[config.mk]
export PLATFORM = sky130hd
export DESIGN_NAME = read_arbiter_flat
export DESIGN_NICKNAME = d
export VERILOG_FILES = /design/src/rtl/read_arbiter_pkg.sv /design/src/rtl/read_arbiter_if.sv /design/src/rtl/read_arbiter_sel.sv /design/src/rtl/read_arbiter.sv /design/src/flat_wrapper.sv
export SDC_FILE = /design/constraint.sdc
export NUM_CORES = 1
export LEC_CHECK = 0
export CAP_MARGIN = 30
export CORE_ASPECT_RATIO = 0.6
export CORE_UTILIZATION = 42
export DETAILED_ROUTE_END_ITERATION = 8
export PLACE_DENSITY = 0.86
export SLEW_MARGIN = 20
export SYNTH_ARGS = -nofsm -noshare
export SYNTH_HDL_FRONTEND = slang
export SYNTH_SLANG_ARGS = --single-unit
[constraint.sdc]
create_clock -name i_clk -period 4.9 [get_ports i_clk]
set_clock_uncertainty 0.15 [all_clocks]
set_input_delay 0.98 -clock i_clk [delete_from_list [all_inputs] [get_ports i_clk]]
set_output_delay 0.98 -clock i_clk [all_outputs]
set_load 0.02 [all_outputs]
[src/rtl/read_arbiter_pkg.sv]
// Shared definitions for the egress read arbiter: widths, FSM state encoding and
// the priority search helpers used by the selector.
package read_arbiter_pkg;

    localparam int unsigned NumPriorities  = 8;
    localparam int unsigned NumPorts       = 16;  // system port count, informational only
    localparam int unsigned AddrWidth      = 12;
    localparam int unsigned DataWidth      = 64;
    localparam int unsigned WrrWeightWidth = 5;
    localparam int unsigned PrioIdxWidth   = $clog2(NumPriorities);

    typedef logic [PrioIdxWidth-1:0] prio_idx_t;

    typedef enum logic [1:0] {
        StIdle,
        StRead,
        StDrain
    } state_e;

    // Highest set index wins; returns 0 for an all-zero vector.
    function automatic prio_idx_t highest_set(input logic [NumPriorities-1:0] vec);
        prio_idx_t idx;
        prio_idx_t cand;
        idx = '0;
        for (int unsigned i = 0; i < NumPriorities; i++) begin
            cand = prio_idx_t'(i);
            if (vec[cand]) idx = cand;
        end
        return idx;
    endfunction

    // First set index at or above start, wrapping past the top; start if none set.
    function automatic prio_idx_t next_set_from(input logic [NumPriorities-1:0] vec,
                                                input prio_idx_t start);
        prio_idx_t idx;
        prio_idx_t cand;
        idx = start;
        // Walk offsets downward so the smallest offset is the one left standing.
        for (int unsigned off = NumPriorities; off > 0; off--) begin
            cand = prio_idx_t'((32'(start) + off - 32'd1) % NumPriorities);
            if (vec[cand]) idx = cand;
        end
        return idx;
    endfunction

endpackage

[src/rtl/read_arbiter_if.sv]
// Bundle of the queue, SRAM and egress signals seen by the read arbiter.
// master: arbiter side. slave: queue manager / SRAM / egress side.
interface read_arbiter_if;
    import read_arbiter_pkg::*;

    logic                      sp0_wrr1;       // 0 = strict priority (ch1), 1 = WRR (ch2)
    logic                      ready;          // egress can take one packet
    logic [NumPriorities-1:0]  prepared;       // per-queue: full packet available
    logic [WrrWeightWidth-1:0] wrr_weight;     // packets per WRR turn
    logic [DataWidth-1:0]      rd_data;        // packet word to egress
    logic                      rd_sop;
    logic                      rd_vld;
    logic                      rd_eop;
    logic [NumPriorities-1:0]  next_data;      // one-hot pop, channel 1
    logic [NumPriorities-1:0]  next_data2;     // one-hot pop, channel 2
    logic [DataWidth-1:0]      data_read;      // SRAM read data, one cycle after enb
    logic                      last1;
    logic                      last2;
    logic [AddrWidth-1:0]      address_to_read1;
    logic [AddrWidth-1:0]      address_to_read2;
    logic [AddrWidth-1:0]      address_read1;
    logic [AddrWidth-1:0]      address_read2;
    logic                      rd_request1;
    logic                      rd_request2;
    logic                      enb;            // SRAM read enable

    modport master (
        input  sp0_wrr1, ready, prepared, wrr_weight, data_read, last1, last2,
               address_to_read1, address_to_read2,
        output rd_data, rd_sop, rd_vld, rd_eop, next_data, next_data2,
               address_read1, address_read2, rd_request1, rd_request2, enb
    );

    modport slave (
        output sp0_wrr1, ready, prepared, wrr_weight, data_read, last1, last2,
               address_to_read1, address_to_read2,
        input  rd_data, rd_sop, rd_vld, rd_eop, next_data, next_data2,
               address_read1, address_read2, rd_request1, rd_request2, enb
    );

endinterface

[src/rtl/read_arbiter_sel.sv]
// Queue selector: combinational strict-priority and weighted-round-robin pick,
// plus the WRR pointer/credit state which only advances on a WRR grant.
// Ports:
//   i_clk, i_rst_n  clock, async active-low reset
//   i_sp0_wrr1      policy select (0 = SP, 1 = WRR)
//   i_grant         arbiter is committing to o_sel this cycle
//   i_prepared      per-queue packet available
//   i_wrr_weight    packets per WRR turn (0 behaves as 1)
//   o_sel           selected queue index
//   o_any           at least one queue prepared
module read_arbiter_sel
    import read_arbiter_pkg::*;
(
    input  logic                      i_clk,
    input  logic                      i_rst_n,
    input  logic                      i_sp0_wrr1,
    input  logic                      i_grant,
    input  logic [NumPriorities-1:0]  i_prepared,
    input  logic [WrrWeightWidth-1:0] i_wrr_weight,
    output prio_idx_t                 o_sel,
    output logic                      o_any
);

    prio_idx_t                 r_ptr;
    logic [WrrWeightWidth-1:0] r_credit;
    // Set until the first WRR grant so that the search starts at the pointer itself
    // rather than one past it.
    logic                      r_fresh;

    prio_idx_t                 w_sp_sel;
    prio_idx_t                 w_wrr_sel;
    prio_idx_t                 w_start;
    logic                      w_stay;
    logic [WrrWeightWidth-1:0] w_reload;

    always_comb begin
        w_sp_sel  = highest_set(i_prepared);
        w_stay    = !r_fresh && i_prepared[r_ptr] && (r_credit != '0);
        w_start   = r_fresh ? r_ptr : prio_idx_t'((32'(r_ptr) + 32'd1) % NumPriorities);
        w_wrr_sel = w_stay ? r_ptr : next_set_from(i_prepared, w_start);
        w_reload  = (i_wrr_weight == '0) ? '0 : i_wrr_weight - 1'b1;
        o_sel     = i_sp0_wrr1 ? w_wrr_sel : w_sp_sel;
        o_any     = |i_prepared;
    end

    always_ff @(posedge i_clk or negedge i_rst_n) begin
        if (!i_rst_n) begin
            r_ptr    <= '0;
            r_credit <= '0;
            r_fresh  <= 1'b1;
        end else if (i_grant && i_sp0_wrr1) begin
            r_fresh <= 1'b0;
            if (w_stay) begin
                r_credit <= r_credit - 1'b1;
            end else begin
                r_ptr    <= w_wrr_sel;
                r_credit <= w_reload;
            end
        end
    end

endmodule

[src/rtl/read_arbiter.sv]
// Egress read arbiter: grants one prepared queue when egress is ready, streams that
// queue's addresses to the SRAM one per cycle and returns the words as a framed packet.
// Ports:
//   i_clk, i_rst_n  clock, async active-low reset
//   io_bus          read_arbiter_if master: queue addresses/pops, SRAM, egress framing
module read_arbiter
    import read_arbiter_pkg::*;
(
    input  logic          i_clk,
    input  logic          i_rst_n,
    read_arbiter_if.master io_bus
);

    state_e                   r_state;
    state_e                   w_state_d;
    prio_idx_t                r_sel;
    logic                     r_chan;      // 0 = channel 1, 1 = channel 2
    logic                     r_first;     // next READ cycle carries the first address
    logic                     r_drain_cnt;

    // Stage 1 tracks the address issued last cycle; stage 2 registers the SRAM word.
    logic                     r_vld1;
    logic                     r_sop1;
    logic                     r_eop1;
    logic                     r_rd_vld;
    logic                     r_rd_sop;
    logic                     r_rd_eop;
    logic [DataWidth-1:0]     r_rd_data;

    prio_idx_t                w_sel;
    logic                     w_any;
    logic                     w_grant;
    logic                     w_reading;
    logic                     w_last;
    logic                     w_rd1;
    logic                     w_rd2;
    logic [NumPriorities-1:0] w_pop;

    read_arbiter_sel u_sel (
        .i_clk        (i_clk),
        .i_rst_n      (i_rst_n),
        .i_sp0_wrr1   (io_bus.sp0_wrr1),
        .i_grant      (w_grant),
        .i_prepared   (io_bus.prepared),
        .i_wrr_weight (io_bus.wrr_weight),
        .o_sel        (w_sel),
        .o_any        (w_any)
    );

    always_comb begin
        w_state_d = r_state;
        w_grant   = 1'b0;
        w_reading = (r_state == StRead);
        w_last    = r_chan ? io_bus.last2 : io_bus.last1;
        unique case (r_state)
            StIdle: begin
                if (io_bus.ready && w_any) begin
                    w_grant   = 1'b1;
                    w_state_d = StRead;
                end
            end
            StRead: begin
                if (w_last) w_state_d = StDrain;
            end
            StDrain: begin
                if (r_drain_cnt) w_state_d = StIdle;
            end
            default: w_state_d = StIdle;
        endcase
    end

    always_comb begin
        w_rd1 = w_reading && !r_chan;
        w_rd2 = w_reading && r_chan;
        w_pop = NumPriorities'(1) << r_sel;

        io_bus.enb           = w_reading;
        io_bus.rd_request1   = w_rd1;
        io_bus.rd_request2   = w_rd2;
        io_bus.address_read1 = w_rd1 ? io_bus.address_to_read1 : '0;
        io_bus.address_read2 = w_rd2 ? io_bus.address_to_read2 : '0;
        io_bus.next_data     = w_rd1 ? w_pop : '0;
        io_bus.next_data2    = w_rd2 ? w_pop : '0;
        io_bus.rd_data       = r_rd_data;
        io_bus.rd_vld        = r_rd_vld;
        io_bus.rd_sop        = r_rd_sop;
        io_bus.rd_eop        = r_rd_eop;
    end

    always_ff @(posedge i_clk or negedge i_rst_n) begin
        if (!i_rst_n) begin
            r_state     <= StIdle;
            r_sel       <= '0;
            r_chan      <= 1'b0;
            r_first     <= 1'b0;
            r_drain_cnt <= 1'b0;
        end else begin
            r_state     <= w_state_d;
            // Two DRAIN cycles: count 0 then 1.
            r_drain_cnt <= (r_state == StDrain) ? !r_drain_cnt : 1'b0;
            if (w_grant) begin
                r_sel   <= w_sel;
                r_chan  <= io_bus.sp0_wrr1;
                r_first <= 1'b1;
            end else if (w_reading) begin
                r_first <= 1'b0;
            end
        end
    end

    always_ff @(posedge i_clk or negedge i_rst_n) begin
        if (!i_rst_n) begin
            r_vld1    <= 1'b0;
            r_sop1    <= 1'b0;
            r_eop1    <= 1'b0;
            r_rd_vld  <= 1'b0;
            r_rd_sop  <= 1'b0;
            r_rd_eop  <= 1'b0;
            r_rd_data <= '0;
        end else begin
            r_vld1    <= w_reading;
            r_sop1    <= w_reading && r_first;
            r_eop1    <= w_reading && w_last;
            r_rd_vld  <= r_vld1;
            r_rd_sop  <= r_sop1;
            r_rd_eop  <= r_eop1;
            r_rd_data <= r_vld1 ? io_bus.data_read : '0;
        end
    end

endmodule

[src/flat_wrapper.sv]
// flat-port wrapper written by rule: the top's interface ports become plain ports
module read_arbiter_flat import read_arbiter_pkg::*;
  (i_clk, i_rst_n, io_bus_sp0_wrr1, io_bus_ready, io_bus_prepared, io_bus_wrr_weight, io_bus_data_read, io_bus_last1, io_bus_last2, io_bus_address_to_read1, io_bus_address_to_read2, io_bus_rd_data, io_bus_rd_sop, io_bus_rd_vld, io_bus_rd_eop, io_bus_next_data, io_bus_next_data2, io_bus_address_read1, io_bus_address_read2, io_bus_rd_request1, io_bus_rd_request2, io_bus_enb);
  read_arbiter_if io_bus_i ();
  input  logic i_clk;
  input  logic i_rst_n;
  input wire logic [$bits(io_bus_i.sp0_wrr1)-1:0] io_bus_sp0_wrr1;
  input wire logic [$bits(io_bus_i.ready)-1:0] io_bus_ready;
  input wire logic [$bits(io_bus_i.prepared)-1:0] io_bus_prepared;
  input wire logic [$bits(io_bus_i.wrr_weight)-1:0] io_bus_wrr_weight;
  input wire logic [$bits(io_bus_i.data_read)-1:0] io_bus_data_read;
  input wire logic [$bits(io_bus_i.last1)-1:0] io_bus_last1;
  input wire logic [$bits(io_bus_i.last2)-1:0] io_bus_last2;
  input wire logic [$bits(io_bus_i.address_to_read1)-1:0] io_bus_address_to_read1;
  input wire logic [$bits(io_bus_i.address_to_read2)-1:0] io_bus_address_to_read2;
  output wire logic [$bits(io_bus_i.rd_data)-1:0] io_bus_rd_data;
  output wire logic [$bits(io_bus_i.rd_sop)-1:0] io_bus_rd_sop;
  output wire logic [$bits(io_bus_i.rd_vld)-1:0] io_bus_rd_vld;
  output wire logic [$bits(io_bus_i.rd_eop)-1:0] io_bus_rd_eop;
  output wire logic [$bits(io_bus_i.next_data)-1:0] io_bus_next_data;
  output wire logic [$bits(io_bus_i.next_data2)-1:0] io_bus_next_data2;
  output wire logic [$bits(io_bus_i.address_read1)-1:0] io_bus_address_read1;
  output wire logic [$bits(io_bus_i.address_read2)-1:0] io_bus_address_read2;
  output wire logic [$bits(io_bus_i.rd_request1)-1:0] io_bus_rd_request1;
  output wire logic [$bits(io_bus_i.rd_request2)-1:0] io_bus_rd_request2;
  output wire logic [$bits(io_bus_i.enb)-1:0] io_bus_enb;
  assign io_bus_i.sp0_wrr1 = io_bus_sp0_wrr1;
  assign io_bus_i.ready = io_bus_ready;
  assign io_bus_i.prepared = io_bus_prepared;
  assign io_bus_i.wrr_weight = io_bus_wrr_weight;
  assign io_bus_i.data_read = io_bus_data_read;
  assign io_bus_i.last1 = io_bus_last1;
  assign io_bus_i.last2 = io_bus_last2;
  assign io_bus_i.address_to_read1 = io_bus_address_to_read1;
  assign io_bus_i.address_to_read2 = io_bus_address_to_read2;
  assign io_bus_rd_data = io_bus_i.rd_data;
  assign io_bus_rd_sop = io_bus_i.rd_sop;
  assign io_bus_rd_vld = io_bus_i.rd_vld;
  assign io_bus_rd_eop = io_bus_i.rd_eop;
  assign io_bus_next_data = io_bus_i.next_data;
  assign io_bus_next_data2 = io_bus_i.next_data2;
  assign io_bus_address_read1 = io_bus_i.address_read1;
  assign io_bus_address_read2 = io_bus_i.address_read2;
  assign io_bus_rd_request1 = io_bus_i.rd_request1;
  assign io_bus_rd_request2 = io_bus_i.rd_request2;
  assign io_bus_enb = io_bus_i.enb;
  read_arbiter u_core (.i_clk(i_clk), .i_rst_n(i_rst_n), .io_bus(io_bus_i));
endmodule
==> results of run 1 <==
sequential cells by signal (all words and copies together) (netlist names), 2 cells and up:
register	cells
u_core.io_bus.rd_data	64
u_core.r_sel	3
u_core.r_state	2
u_core.u_sel.r_credit	5
u_core.u_sel.r_ptr	3
critical path, cell delays in order, from the launching register on:
cell and delay [ns]:
dfrtp_1 0.81, ha_1 0.44, nand2b_1 0.15, nand2_1 0.23, ha_1 0.37, xnor3_1 0.51, mux4_2 0.38, mux2i_1 0.32
o31ai_1 0.13, nand2_1 0.18, a22oi_1 0.11, a2111o_1 0.39
path summary, 6_finish.rpt:
| check | end | slack, ns | cells past startpoint |
|---|---|---|---|
| max in group asynchronous | u_core.u_sel.r_fresh | 3.43 | 2 |
| hold / removal | u_core.io_bus.rd_sop | 0.20 | 0 |
| setup / recovery | u_core.u_sel.r_ptr[0] | 0.58 | 11 |
| min in group asynchronous | u_core.io_bus.rd_data[30] | 0.48 | 1 |
| setup reg to reg | u_core.u_sel.r_ptr[0] | 0.58 | 11 |
| hold reg to reg | u_core.io_bus.rd_sop | 0.20 | 0 |
cell families after synthesis:
kind of cell / count (synthesis) / share of synthesized area
XOR/XNOR: 8 / 0.0215
adder cells (fa/ha/maj): 5 / 0.0136
AND/OR/NAND/NOR: 226 / 0.259
buffers and inverters: 51 / 0.0460
flip-flops: 87 / 0.474
AO/OA/AOI/OAI: 66 / 0.0969
multiplexers: 30 / 0.0893
synth_stat cells, types with 3 or more instances:
master / count / share of area
o21ai_1: 3 / 0.0033
nand2_1: 35 / 0.029
clkbuf_1: 28 / 0.023
nor3_1: 20 / 0.022
and2_1: 79 / 0.11
ha_1: 5 / 0.014
and3_1: 14 / 0.019
nor3b_1: 3 / 0.0049
a221oi_1: 3 / 0.0057
nand2b_1: 5 / 0.0068
mux2i_1: 19 / 0.041
o31ai_1: 3 / 0.0049
nor2_1: 50 / 0.041
o21ai_0: 12 / 0.013
a21oi_1: 21 / 0.023
or3_1: 3 / 0.0041
xnor2_1: 3 / 0.0057
dfrtp_1: 86 / 0.47
nand3b_1: 3 / 0.0049
nand3_1: 3 / 0.0033
mux4_2: 7 / 0.034
a211oi_1: 3 / 0.0049
buf_2: 4 / 0.0044
inv_1: 16 / 0.013
through the flow:
step / power, uW / util
after detailed placement: 3410 / 0.644
after CTS: 4180 / 0.675
final: 4220 / 0.675
after global placement: 3350 / 0.642
after floorplan: 2540 / -
after global routing: 4430 / 0.675
power breakdown:
| group | switching, uW | internal [uW] |
|---|---|---|
| Combinational | 1370 | 1010 |
| Clock | 300 | 455 |
| Sequential | 167 | 927 |
| Total | 1830 | 2390 |
layer usage:
metal	track usage	part of all wire
met1	0.347	0.40
met2	0.453	0.48
met3	0.0836	0.093
met4	0.0929	0.026
met5	0	0.00090
cell type report:
class,count,area [sq um],area share
Clock buffer,9,225,0.0315
Clock inverter,7,103,0.0143
Tap cell,139,174,0.0243
Multi-Input combinational cell,335,2210,0.309
Sequential cell,87,2180,0.304
Timing Repair Buffer,220,2200,0.308
Inverter,17,63.8,0.00892
==> impl_metrics.json, run 1 <==
{
  "status": "completed",
  "worstPathRequired_ns": 4.98,
  "tritoncts": "done",
  "syn_inst": 473,
  "avgSynthCellArea_sq_um": 9.72,
  "synth-seq-cells": 87,
  "ir_drop_uv": 261,
  "holdWs_ns": 0.198,
  "fin_crit_sh": 0.882,
  "final_hold_viol_count": 0,
  "numCtsBuffers": 9,
  "cts_resized": 0,
  "yosys_warnings": 0,
  "drive_gt1_frac": 0.0637,
  "cp.arrival_ns": 4.40,
  "antenna_left": 0,
  "clk_pin_slew_ns": 0.06,
  "crit_type": "flip-flop to flip-flop",
  "setup_ws_ns": 0.578,
  "power.leakage_uw": 0.00312,
  "cts_max_level": 3,
  "routed-via-count": 4335,
  "syn-num-nets": 585,
  "worstHoldStart": "u_core.r_sop1",
  "pwr_density_cell_nw_per_um2": 590,
  "routabilityCongestion": 1.01,
  "final_cell_mix": "215 x clkdlybuf4s50_1, 86 x dfrtp_1, 79 x and2_1",
  "grt_pass1_wl_um": 23300,
  "cp-start-kind": "flip-flop",
  "drt-initial-drc-count": 464,
  "async_flop_share": 1.00,
  "initial_core_util": 0.434,
  "row_count": 29,
  "cts_hold_buf": 0,
  "finalSetupViolCount": 0,
  "drc_errors": 0,
  "ys_seq_area_frac": 0.474,
  "wl_um": 15500,
  "dr.pass1.iters": 5,
  "final_cells": 814,
  "syn_area_sq_um": 4600,
  "antenna-diode-count": 0,
  "worst_pin_slew_ns": 0.936,
  "final_common_cell": "clkdlybuf4s50_1",
  "cp-startpoint": "u_core.u_sel.r_ptr[0]",
  "port_buffers": 216,
  "io_pins": 217,
  "endpoint_kind": "flip-flop",
  "clock-sinks": 87,
  "dpl_cell_area_sq_um": 6830,
  "place_ws_ns": 0.689,
  "synth_edf_count": 0,
  "place_hpwl_um": 11900,
  "fin_crit_ns": 4.32,
  "antenna_found_initial": 1,
  "grt_max_degree": 66,
  "maxSlewViolCount": 0,
  "max-cap-violations": 0,
  "track_usage": 0.276,
  "rsz0062_at_grt": "no",
  "clockRootBuffer": "clkbuf_16",
  "min-delay-path-class": "flip-flop to flip-flop",
  "grt-ovfl-total": 0,
  "fp.dieW_um": 137,
  "die_h_um": 83.1,
  "slew_headroom": 0.372,
  "ys.flop_type": "dfrtp_1",
  "setup_tns_ns": 0,
  "wl_per_cell_um": 19.1,
  "placed_cells": 798,
  "die-area_sq_um": 11400,
  "vias_per_cell": 5.33,
  "cts_setup_buffers": 0,
  "n_fill_cell": 775,
  "grt_pass1_vias": 4145,
  "fmaxAchievable_mhz": 231,
  "syn_to_final_growth_pct": 55.6,
  "ys_types": 56,
  "final_area_sq_um": 7150,
  "insertion_delay_ns": 0.34,
  "nets": 782,
  "timing.rr.start": "u_core.u_sel.r_ptr[0]",
  "core_sq_um": 10600,
  "cts_buffer_depth": 2,
  "cp_max_fo": 22
}
Note: power is estimated with default switching activity, not from simulation.
==> inputs of run 2 (changes only) <==
--- a/config.mk
+++ b/config.mk
@@ -9,6 +9,7 @@
 export CORE_ASPECT_RATIO = 0.6
 export CORE_UTILIZATION = 42
 export DETAILED_ROUTE_END_ITERATION = 8
+export HOLD_SLACK_MARGIN = 0.12
 export PLACE_DENSITY = 0.86
 export SLEW_MARGIN = 20
 export SYNTH_ARGS = -nofsm -noshare
==> results of run 2 <==
Same layout as run 1: the final DEF is identical, and so are final timing and power.
